==> config.mk <==
export PLATFORM = sky130hd
export DESIGN_NAME = mdio_resp
export DESIGN_NICKNAME = d
export VERILOG_FILES = /design/src/rtl/mdio_pkg.sv /design/src/rtl/mdio_sync_edge.sv /design/src/rtl/mdio_resp.sv
export SDC_FILE = /design/constraint.sdc
export NUM_CORES = 1
export LEC_CHECK = 0
export ABC_AREA = 0
export CELL_PAD_IN_SITES_DETAIL_PLACEMENT = 1
export CELL_PAD_IN_SITES_GLOBAL_PLACEMENT = 1
export CORE_MARGIN = 10
export CORE_UTILIZATION = 43
export CTS_CLUSTER_SIZE = 14
export DETAILED_ROUTE_END_ITERATION = 8
export PLACE_DENSITY = 0.91
export RECOVER_POWER = 25
export REMOVE_ABC_BUFFERS = 1
export SYNTH_ARGS = -nofsm -noshare
export SYNTH_HDL_FRONTEND = slang
export SYNTH_SLANG_ARGS = --single-unit
==> constraint.sdc <==
create_clock -name mclk -period 2.6 [get_ports mclk]
set_clock_uncertainty 0.05 [all_clocks]
set_input_delay 0.65 -clock mclk [delete_from_list [all_inputs] [get_ports mclk]]
set_output_delay 0.65 -clock mclk [all_outputs]
set_load 0.05 [all_outputs]
==> src/rtl/mdio_pkg.sv <==
// +----------------------------------------------------------------------------+
// | mdio_pkg : shared types and constants for the clause-22 MDIO responder     |
// | Revision : 1.0                                                             |
// +----------------------------------------------------------------------------+
`default_nettype none

package mdio_pkg;

    typedef enum logic [2:0] {
        IDLE  = 3'd0,
        ST    = 3'd1,
        OP    = 3'd2,
        PHYAD = 3'd3,
        REGAD = 3'd4,
        TA    = 3'd5,
        DATA  = 3'd6
    } mdio_state_e;

    localparam logic [1:0] OP_RD   = 2'b10;
    localparam logic [1:0] OP_WR   = 2'b01;
    localparam logic [1:0] ST_BITS = 2'b01;
    localparam int         MDIO_DW = 16;

    function automatic logic [5:0] sat_inc6(input logic [5:0] v);
        return (v == 6'h3f) ? v : v + 6'd1;
    endfunction

endpackage

`default_nettype wire

==> src/rtl/mdio_sync_edge.sv <==
// +----------------------------------------------------------------------------+
// | mdio_sync_edge : 2-flop sync of MDC/MDIO plus MDC rise/fall pulses         |
// | Revision       : 1.0                                                       |
// +----------------------------------------------------------------------------+
`default_nettype none

module mdio_sync_edge (
    input  logic clk,
    input  logic rst_n,
    input  logic mdc_in,
    input  logic mdio_in,
    output logic mdc_rise,
    output logic mdc_fall,
    output logic mdio_s
);

    logic mdc_meta_q;
    logic mdc_sync_q;
    logic mdc_prev_q;
    logic mdio_meta_q;
    logic mdio_sync_q;

    always_ff @(posedge clk or negedge rst_n) begin
        if (!rst_n) begin
            mdc_meta_q  <= 1'b0;
            mdc_sync_q  <= 1'b0;
            mdc_prev_q  <= 1'b0;
            mdio_meta_q <= 1'b0;
            mdio_sync_q <= 1'b0;
        end else begin
            mdc_meta_q  <= mdc_in;
            mdc_sync_q  <= mdc_meta_q;
            mdc_prev_q  <= mdc_sync_q;
            mdio_meta_q <= mdio_in;
            mdio_sync_q <= mdio_meta_q;
        end
    end

    // MDIO and MDC see identical sync depth, so mdio_s is aligned with the rise pulse
    assign mdc_rise = mdc_sync_q & ~mdc_prev_q;
    assign mdc_fall = ~mdc_sync_q & mdc_prev_q;
    assign mdio_s   = mdio_sync_q;

endmodule

`default_nettype wire

==> src/rtl/mdio_resp.sv <==
// +----------------------------------------------------------------------------+
// | mdio_resp : PHY-side clause-22 MDIO responder with register strobe bus     |
// | Revision  : 1.0                                                            |
// +----------------------------------------------------------------------------+
`default_nettype none

module mdio_resp
    import mdio_pkg::*;
#(
    parameter int PRE_LEN = 32,
    parameter int DATA_W  = MDIO_DW
) (
    input  logic              mclk,
    input  logic              reset_n,
    input  logic [4:0]        cfg_phy_addr,
    input  logic              mdc_in,
    input  logic              mdio_in,
    output logic              mdio_out,
    output logic              mdio_out_en,
    output logic [4:0]        reg_addr,
    output logic              reg_wr,
    output logic [DATA_W-1:0] reg_wdata,
    output logic              reg_rd,
    input  logic [DATA_W-1:0] reg_rdata,
    output logic              frame_err
);

    localparam logic [5:0] PRE_MIN   = 6'(PRE_LEN);
    localparam logic [3:0] LAST_DBIT = 4'(DATA_W - 1);

    logic mdc_rise;
    logic mdc_fall;
    logic smp_bit;

    mdio_sync_edge u_sync (
        .clk      (mclk),
        .rst_n    (reset_n),
        .mdc_in   (mdc_in),
        .mdio_in  (mdio_in),
        .mdc_rise (mdc_rise),
        .mdc_fall (mdc_fall),
        .mdio_s   (smp_bit)
    );

    mdio_state_e       state_q, state_d;
    logic [3:0]        bit_cnt_q, bit_cnt_d;
    logic [5:0]        pre_cnt_q, pre_cnt_d;
    logic [DATA_W-1:0] rx_q, rx_d;
    logic [DATA_W-1:0] tx_q, tx_d;
    logic              is_rd_q, is_rd_d;
    logic              hit_q, hit_d;
    logic [4:0]        regad_q, regad_d;
    logic [4:0]        reg_addr_q, reg_addr_d;
    logic              reg_wr_q, reg_wr_d;
    logic [DATA_W-1:0] reg_wdata_q, reg_wdata_d;
    logic              reg_rd_q, reg_rd_d;
    logic              frame_err_q, frame_err_d;
    logic [1:0]        cap_q, cap_d;
    logic              out_q, out_d;
    logic              out_en_q, out_en_d;
    logic [1:0]        op_bits;
    logic [4:0]        field_bits;

    always_ff @(posedge mclk or negedge reset_n) begin
        if (!reset_n) begin
            state_q     <= IDLE;
            bit_cnt_q   <= '0;
            pre_cnt_q   <= '0;
            rx_q        <= '0;
            tx_q        <= '0;
            is_rd_q     <= 1'b0;
            hit_q       <= 1'b0;
            regad_q     <= '0;
            reg_addr_q  <= '0;
            reg_wr_q    <= 1'b0;
            reg_wdata_q <= '0;
            reg_rd_q    <= 1'b0;
            frame_err_q <= 1'b0;
            cap_q       <= '0;
            out_q       <= 1'b0;
            out_en_q    <= 1'b0;
        end else begin
            state_q     <= state_d;
            bit_cnt_q   <= bit_cnt_d;
            pre_cnt_q   <= pre_cnt_d;
            rx_q        <= rx_d;
            tx_q        <= tx_d;
            is_rd_q     <= is_rd_d;
            hit_q       <= hit_d;
            regad_q     <= regad_d;
            reg_addr_q  <= reg_addr_d;
            reg_wr_q    <= reg_wr_d;
            reg_wdata_q <= reg_wdata_d;
            reg_rd_q    <= reg_rd_d;
            frame_err_q <= frame_err_d;
            cap_q       <= cap_d;
            out_q       <= out_d;
            out_en_q    <= out_en_d;
        end
    end

    always_comb begin
        state_d     = state_q;
        bit_cnt_d   = bit_cnt_q;
        pre_cnt_d   = pre_cnt_q;
        rx_d        = rx_q;
        tx_d        = tx_q;
        is_rd_d     = is_rd_q;
        hit_d       = hit_q;
        regad_d     = regad_q;
        reg_addr_d  = reg_addr_q;
        reg_wr_d    = 1'b0;
        reg_wdata_d = reg_wdata_q;
        reg_rd_d    = 1'b0;
        frame_err_d = 1'b0;
        out_d       = out_q;
        out_en_d    = out_en_q;
        op_bits     = {rx_q[0], smp_bit};
        field_bits  = {rx_q[3:0], smp_bit};

        // cap_q[1] marks the cycle two clocks after reg_rd, when reg_rdata is guaranteed
        cap_d = {cap_q[0], reg_rd_q};
        if (cap_q[1]) begin
            tx_d = reg_rdata;
        end

        if (mdc_rise) begin
            rx_d = {rx_q[DATA_W-2:0], smp_bit};
            unique case (state_q)
                IDLE: begin
                    if (smp_bit) begin
                        pre_cnt_d = sat_inc6(pre_cnt_q);
                    end else begin
                        pre_cnt_d = '0;
                        if (pre_cnt_q >= PRE_MIN) begin
                            state_d = ST;
                        end
                    end
                end
                ST: begin
                    if (smp_bit == ST_BITS[0]) begin
                        state_d   = OP;
                        bit_cnt_d = '0;
                    end else begin
                        state_d     = IDLE;
                        frame_err_d = 1'b1;
                    end
                end
                OP: begin
                    if (bit_cnt_q == 4'd0) begin
                        bit_cnt_d = 4'd1;
                    end else if (op_bits == OP_RD || op_bits == OP_WR) begin
                        is_rd_d   = (op_bits == OP_RD);
                        state_d   = PHYAD;
                        bit_cnt_d = '0;
                    end else begin
                        state_d     = IDLE;
                        frame_err_d = 1'b1;
                    end
                end
                PHYAD: begin
                    if (bit_cnt_q == 4'd4) begin
                        hit_d     = (field_bits == cfg_phy_addr);
                        state_d   = REGAD;
                        bit_cnt_d = '0;
                    end else begin
                        bit_cnt_d = bit_cnt_q + 4'd1;
                    end
                end
                REGAD: begin
                    if (bit_cnt_q == 4'd4) begin
                        regad_d   = field_bits;
                        state_d   = TA;
                        bit_cnt_d = '0;
                        if (hit_q && is_rd_q) begin
                            reg_addr_d = field_bits;
                            reg_rd_d   = 1'b1;
                        end
                    end else begin
                        bit_cnt_d = bit_cnt_q + 4'd1;
                    end
                end
                TA: begin
                    if (bit_cnt_q == 4'd1) begin
                        state_d   = DATA;
                        bit_cnt_d = '0;
                    end else begin
                        bit_cnt_d = 4'd1;
                    end
                end
                DATA: begin
                    if (bit_cnt_q == LAST_DBIT) begin
                        state_d   = IDLE;
                        pre_cnt_d = '0;
                        if (hit_q && !is_rd_q) begin
                            reg_wdata_d = {rx_q[DATA_W-2:0], smp_bit};
                            reg_addr_d  = regad_q;
                            reg_wr_d    = 1'b1;
                        end
                    end else begin
                        bit_cnt_d = bit_cnt_q + 4'd1;
                    end
                end
                default: state_d = IDLE;
            endcase
        end

        // Rise and fall pulses are mutually exclusive, so the drive side never fights the sampler
        if (mdc_fall && hit_q && is_rd_q) begin
            if (state_q == TA && bit_cnt_q == 4'd1) begin
                out_en_d = 1'b1;
                out_d    = 1'b0;
            end else if (state_q == DATA) begin
                out_d = tx_q[DATA_W-1];
                tx_d  = {tx_q[DATA_W-2:0], 1'b0};
            end else if (state_q == IDLE) begin
                out_en_d = 1'b0;
                out_d    = 1'b0;
            end
        end
    end

    assign mdio_out    = out_q;
    assign mdio_out_en = out_en_q;
    assign reg_addr    = reg_addr_q;
    assign reg_wr      = reg_wr_q;
    assign reg_wdata   = reg_wdata_q;
    assign reg_rd      = reg_rd_q;
    assign frame_err   = frame_err_q;

endmodule

`default_nettype wire

==> impl_metrics.csv, run 1 <==
group,metric,value,unit
status,status,"finished clean",
yosys,ys_ff_latch,84,
final_layout,fill_cells,1018,
pwr,pwr-share-clk,32.6,%
yosys,yosys.area.top_type,"dfrtp_1",
clock_network,numCtsBuffers,9,
die,die_area,0.0135,mm^2
sta,tightest_slew,1.09,ns
yosys,yosysMostFrequentCell,"dfrtp_1",
pwr,powerDensity,624,mW/mm^2
clock_network,postCtsSetupRepairBufs,0,
final_layout,drive_gt1_share,15.2,%
pwr,p_int,2090,uW
place,port-buffer-count,50,
sta,min_period,2.28,ns
pwr,leakagePower,0.00215,uW
place,gp_congestion,0.948,
clock_network,clk_latency,0.36,ns
sta,fmax,439,MHz
global_routing,grt_max_degree,46,
worst_setup_path,crit_path_max_incr_delay,0.83,ns
yosys,yosysTopAreaCellShare,52.7,%
pwr,pwr-share-seq,50.1,%
clock_network,cts_tree,"done",
die,die_y,116,um
die,die_x,116,um
yosys,ys_warn_count,0,
sta,period_share,87.5,%
clock_network,clk_pin_slew,0.09,ns
pwr,switching_share,30.7,%
clock_network,holdBufCountCts,0,
yosys,synthDistinctLibCells,50,
yosys,synth-edff-count,0,
routing,ant_nets,0,
global_routing,grt_pass1_vias,3227,
die,start_util,43.6,%
global_routing,grt_usage,15.4,%
clock_network,ctsLongestPathBuffers,2,
yosys,netlist_instances,373,
worst_setup_path,critical_path_arrival,1.58,ns
yosys,ys.flop_type,"dfrtp_1",
final_layout,fin_cells,544,
global_routing,grt_util_met3,3.90,%
pwr,pwr-share-comb,17.2,%
yosys,synth.cell_area,0.00399,mm^2
run,drv_cap,0,
clock_network,clockRootBuffer,"clkbuf_8",
global_routing,antenna_found_initial,0,
global_routing,use_met2,27.5,%
sta,hold_viol,0,
routing,routed_wl,9.80,mm
global_routing,grt_pass1_wl,16.5,mm
clock_network,post_cts_resized,0,
worst_setup_path,cp.required,1.90,ns
worst_setup_path,critical_path.top_delay_family,"buffers and inverters",
routing,wl_per_cell,18.0,um
routing,drc,0,
place,dp_hpwl,7.29,mm
worst_setup_path,crit_path_start_kind,"register",
die,coreArea,0.00915,mm^2
yosys,syn_avg_cell_area,10.7,um^2
worst_setup_path,crit_path_top_delay_cell,"clkdlybuf4s50_1",
clock_network,clkSinkCount,84,
global_routing,busiest_layer,"met2",
pwr,max-vdd-ir-drop,0.257,mV
sta,rsz0062_at_grt,"no",
routing,dr.pass1.iters,4,
routing,drtIter0Drc,142,
yosys,async_reset_ff_share,100,%
pwr,switchingPower,928,uW
sta,setup_violations,0,
final_layout,syn_to_final_growth,21.3,%
clock_network,htreeDepth,3,
routing,num_vias,2978,
sta,slew_viol_final,0,
sta,relSlewSlack,27.6,%
routing,viasPerCell,5.47,
place,dp.cells,528,
worst_setup_path,crit_buf_inv,1,
yosys,synthTopCellsByArea,"dfrtp_1 (53%), nand2_1 (7.6%), mux2_2 (5.4%)",
die,ioPinCount,51,
worst_setup_path,crit_fanout,2,
yosys,synth_top_cells_by_count,"dfrtp_1 (84), nand2_1 (81), o21ai_0 (30)",
worst_setup_path,path_cells,"clkdlybuf4s50_1",
sta,setup_tns,0,ns
final_layout,diodes,0,
worst_setup_path,end_kind,"output port",
min_path,hp-class,"reg2reg",
worst_setup_path,path_class,"reg2out",
yosys,seq_area_frac_synth,52.7,%
final_layout,nNetsFinal,459,
die,num_rows,35,
global_routing,gr-total-overflow,0,
global_routing,met1_usage,17.9,%
[flip-flops by register name, summed over array words and instances, names as in the netlist, 2 cells and up]
register   cells
cap_q          2
state_q        3
pre_cnt_q      6
rx_q          15
reg_addr       5
reg_wdata     16
regad_q        5
bit_cnt_q      4
tx_q          16
[final timing paths]
path,startpoint,cells after the start,slack (ns),to
min in group asynchronous,reset_n,1,0.43,u_sync.mdio_meta_q$_DFF_PN0_
worst min register to register,u_sync.mdio_meta_q$_DFF_PN0_,0,0.31,u_sync.mdio_s$_DFF_PN0_
worst max-delay path,reg_wdata[1]$_DFFE_PN0P_,1,0.32,reg_wdata[1]
max in group asynchronous,reset_n,2,1.17,tx_q[0]$_DFF_PN0_
worst min-delay path,u_sync.mdio_meta_q$_DFF_PN0_,0,0.31,u_sync.mdio_s$_DFF_PN0_
worst max register to register,bit_cnt_q[0]$_DFFE_PN0P_,5,0.37,bit_cnt_q[0]$_DFFE_PN0P_
[metrics by stage]
| step | setup slack [ns] | hold WS, ns | util, % | cell area, um^2 | power [uW] |
|---|---|---|---|---|---|
| 4_1_cts | 0.315 | 0.239 | 52.9 | 4840 | 3040 |
| 3_5_place_dp | 0.402 | 0.292 | 50.6 | 4630 | 2060 |
| 2_1_floorplan | 0.0785 | 0.281 | - | 3880 | 1830 |
| 5_1_grt | 0.246 | 0.324 | 52.9 | 4840 | 3210 |
| 3_3_place_gp | 0.502 | 0.286 | 50.6 | 4630 | 2020 |
| 6_report | 0.324 | 0.313 | 52.9 | 4840 | 3020 |
[layout by cell type (no fill, tap or decap), types with 9 or more instances in the layout]
cell / synthesis / routed
o21ai_0: 30 / 30
dfrtp_1: 84 / 84
mux2i_1: 20 / 20
clkdlybuf4s50_1: 0 / 49
inv_1: 11 / 11
mux2_4: 9 / 9
nand2_1: 81 / 81
buf_4: 1 / 15
mux2_2: 19 / 19
nand3_1: 9 / 9
clkbuf_8: 0 / 9
[per-layer routing]
layer,vias to the layer above,wire [um]
met1,1507,4210
li1,1403,-
met5,-,0
met2,58,5090
met4,0,104
met3,10,394
[power groups by stage]
stage,clock network [uW],logic [uW],registers (uW)
after floorplan,0,299,1530
after global placement,0,494,1530
after detailed placement,0,520,1540
after CTS,1000,527,1510
after global routing,1080,589,1530
final,985,520,1510
[cells by family after synthesis]
family	synth area share, %
and+or+nand+nor	17.2
DFF	52.7
AOI/OAI and AO/OA	9.41
muxes	13.8
buffers and inverters	3.73
xor gates and xnor gates	1.32
adders and majority gates	1.88
[layout make-up]
type                            count  area [um^2]  share of cell area, %
Sequential cell                    84         2100                   43.5
Multi-Input combinational cell    257         1740                   36.0
Timing Repair Buffer               65          608                   12.6
Tap cell                          111          139                   2.87
Clock buffer                        9          124                   2.56
Clock inverter                      7         83.8                   1.73
Inverter                           11         41.3                  0.854
Note: power is estimated with default switching activity, not from simulation.
==> inputs of run 2 (changes only) <==
Settings changed: ABC_AREA 0 to default.
==> results of run 2 <==
The final DEF is identical to that of run 1; final timing and power are the same.
==> patch (settings of run 2) <==
The package constant `MDIO_DW` goes from 16 to 18.
--- a/src/rtl/mdio_pkg.sv
+++ b/src/rtl/mdio_pkg.sv
@@ -21,3 +21,3 @@
     localparam logic [1:0] ST_BITS = 2'b01;
-    localparam int         MDIO_DW = 16;
+    localparam int         MDIO_DW = 18;
 
Ports: changed (resized reg_rdata and reg_wdata); port bits go from 51 to 55. The function was not compared with the original's and may differ.
==> patch against run 2 <==
- critical path depth is 7 higher
- global-route usage down 0.21 points
- wire length is 0.77% higher
- design area rose by 2.5%
- sequential cell count rose by 6
- setup slack worse by 0.23 ns
- synthesized area rose by 0.94%
- core utilization grew 1.1 points
- first-iteration DRC count is 11% higher
- via count increased by 0.84%
Power is not compared: it rests on default switching activity, and its combinational part moved more than twofold at a synthesized area within 25%.
==> patch: results (changes against run 2) <==
* Final worst-path cycle share at 0.963 (was 0.875)
* Vias in the first global route at 3293 (was 3227)
* Post-CTS Setup Inserts at 0 (unchanged)
* Sequential area share after synthesis at 0.560 (was 0.527)
* Crit Path Class: flop to flop (was flop to output port)
* Worst skew pair latency at 0.37 ns
* N_diodes at 0 (unchanged)
* R2R depth at 8 (was 5)
* Gpl congestion at 0.885 (was 0.948)
* I/O Buffers at 54 (was 50)
* Clock Pin Slew Worst Setup and Hold Paths at roughly 0.1 ns
* Status: finished clean (unchanged)
* Violation count after the first detailed-route iteration at 157 (was 142)
* Hold Buf Count CTS at 0 (unchanged)
* Initial antenna violation count at 0 (unchanged)
* Post-Place Setup Slack at 0.0748 ns (was 0.402 ns)
* Worst Hold Class: flop to flop (unchanged)
* Critical Path Fanout Max at 6 (was 2)
* # fillers at 1003 (was 1018)
* DP HPWL at 6.92 mm (was 7.29 mm)
* Share of layout cells above drive strength 1 at 0.154 (was 0.152)
* Gr usage total at 0.152 (was 0.154)
* CTS Buf Count at 9 (unchanged)
* RR Endpoint: state_q[2] (was bit_cnt_q[0])
* Cells after DPL at 537 (was 528)
* Worst R2R Setup Slack at 0.1 ns (was 0.37 ns)
* P_leak at 0.00218 uW
* Worst setup path start: bit_cnt_q[1] (was reg_wdata[1])
* DR pass1 iterations at 4 (unchanged)
* Root Buffer: clkbuf_8 (unchanged)
* Yosys Warn Count at 0 (unchanged)
* Hold Crit Depth at 0 (unchanged)
* Hold Path Origin: cap_q[0] (was u_sync.mdio_meta_q)
* Mapped Cells at 378 (was 373)
* Longest Clk Path Bufs at 2 (unchanged)
* Post-Route WL at 9.88 mm (was 9.80 mm)
* First-pass GRT wire length at 16.5 mm (about the same)
* Via-to-Cell Ratio at 5.43 (was 5.47)
* Synth top area cells: dfrtp_1, nand2_1, mux2_2 (unchanged)
* WL/cell at 17.9 um (was 18.0 um)
* Placed cell areas at 4730 um^2 (was 4630 um^2)
* Largest net degree at the start of global routing at 47 (was 46)
* Netlist cell types at 47 (was 50)
* Post-route cell area at 4960 um^2 (was 4840 um^2)
* H-tree depth at 3 (unchanged)
* Synth top cells by count: nand2_1, dfrtp_1, o21ai_0, mux2_2, mux2i_1 (was dfrtp_1, nand2_1, o21ai_0, mux2i_1, mux2_2)
* Worst slew margin at 0.254 (was 0.276)
* Worst Path Arrival at 2.70 ns (was 1.58 ns)
* FFs w/ async S/R, synth at 1.00 (unchanged)
* Layout net count at 470 (was 459)
* Maximum vdd drop at approximately 0.00043 V
==> patch: report_power, final <==
part / total (uW) / internal [uW] / switching, uW
clock network: 1050 / 473 / 574
logic: 190 / 83.0 / 107
registers: 1520 / 1460 / 61.8
==> patch: metal layers <==
layer	routed length, um	part of all wire	up-vias	GRT usage
li1	-	-	1419	-
met1	4240	0.43	1502	0.180
met2	4920	0.50	68	0.256
met3	546	0.055	14	0.0437
met4	165	0.017	0	0.0568
met5	0	0	-	0
==> patch: how the worst min path moves through the flow <==
| stage | to | slack (ns) |
|---|---|---|
| 3_5_place_dp | u_sync.mdio_s | 0.29 |
| 5_1_grt | u_sync.mdc_sync_q | 0.32 |
| 2_1_floorplan | cap_q[1] | 0.28 |
| 4_1_cts | tx_q[13] | 0.24 |
| 6_report | cap_q[1] | 0.31 |
| 3_3_place_gp | cap_q[1] | 0.28 |
==> patch: kinds of logic after synthesis <==
group	share of synthesized area
simple gates	0.168
flops	0.560
compound gates	0.0883
mux	0.128
buf+inv	0.0258
fa+ha+maj	0.0187
xor+xnor	0.0109
==> patch: layout make-up <==
class                   count  share of cell area
clock inverters             7              0.0192
well taps                 111              0.0280
repair buffers             66               0.126
multi-input cells         262               0.342
clock buffers               9              0.0250
flip-flops and latches     90               0.454
inverters                   8             0.00605
==> patch: critical path, cell delays in order (launching register included) <==
cell	delay, ns
dfrtp_1	0.43
inv_1	0.10
ha_1	0.16
or3b_4	0.43
a32oi_2	0.25
or4b_4	0.51
buf_4	0.17
o21ai_0	0.16
o21ai_0	0.12
==> patch: timing repair <==
| action | 4_1_cts | 5_1_grt |
|---|---|---|
| hold endpoints to repair | 0 | 0 |
| gates resized for setup | 0 | 5 |
| endpoints found under the setup margin | 0 | 4 |
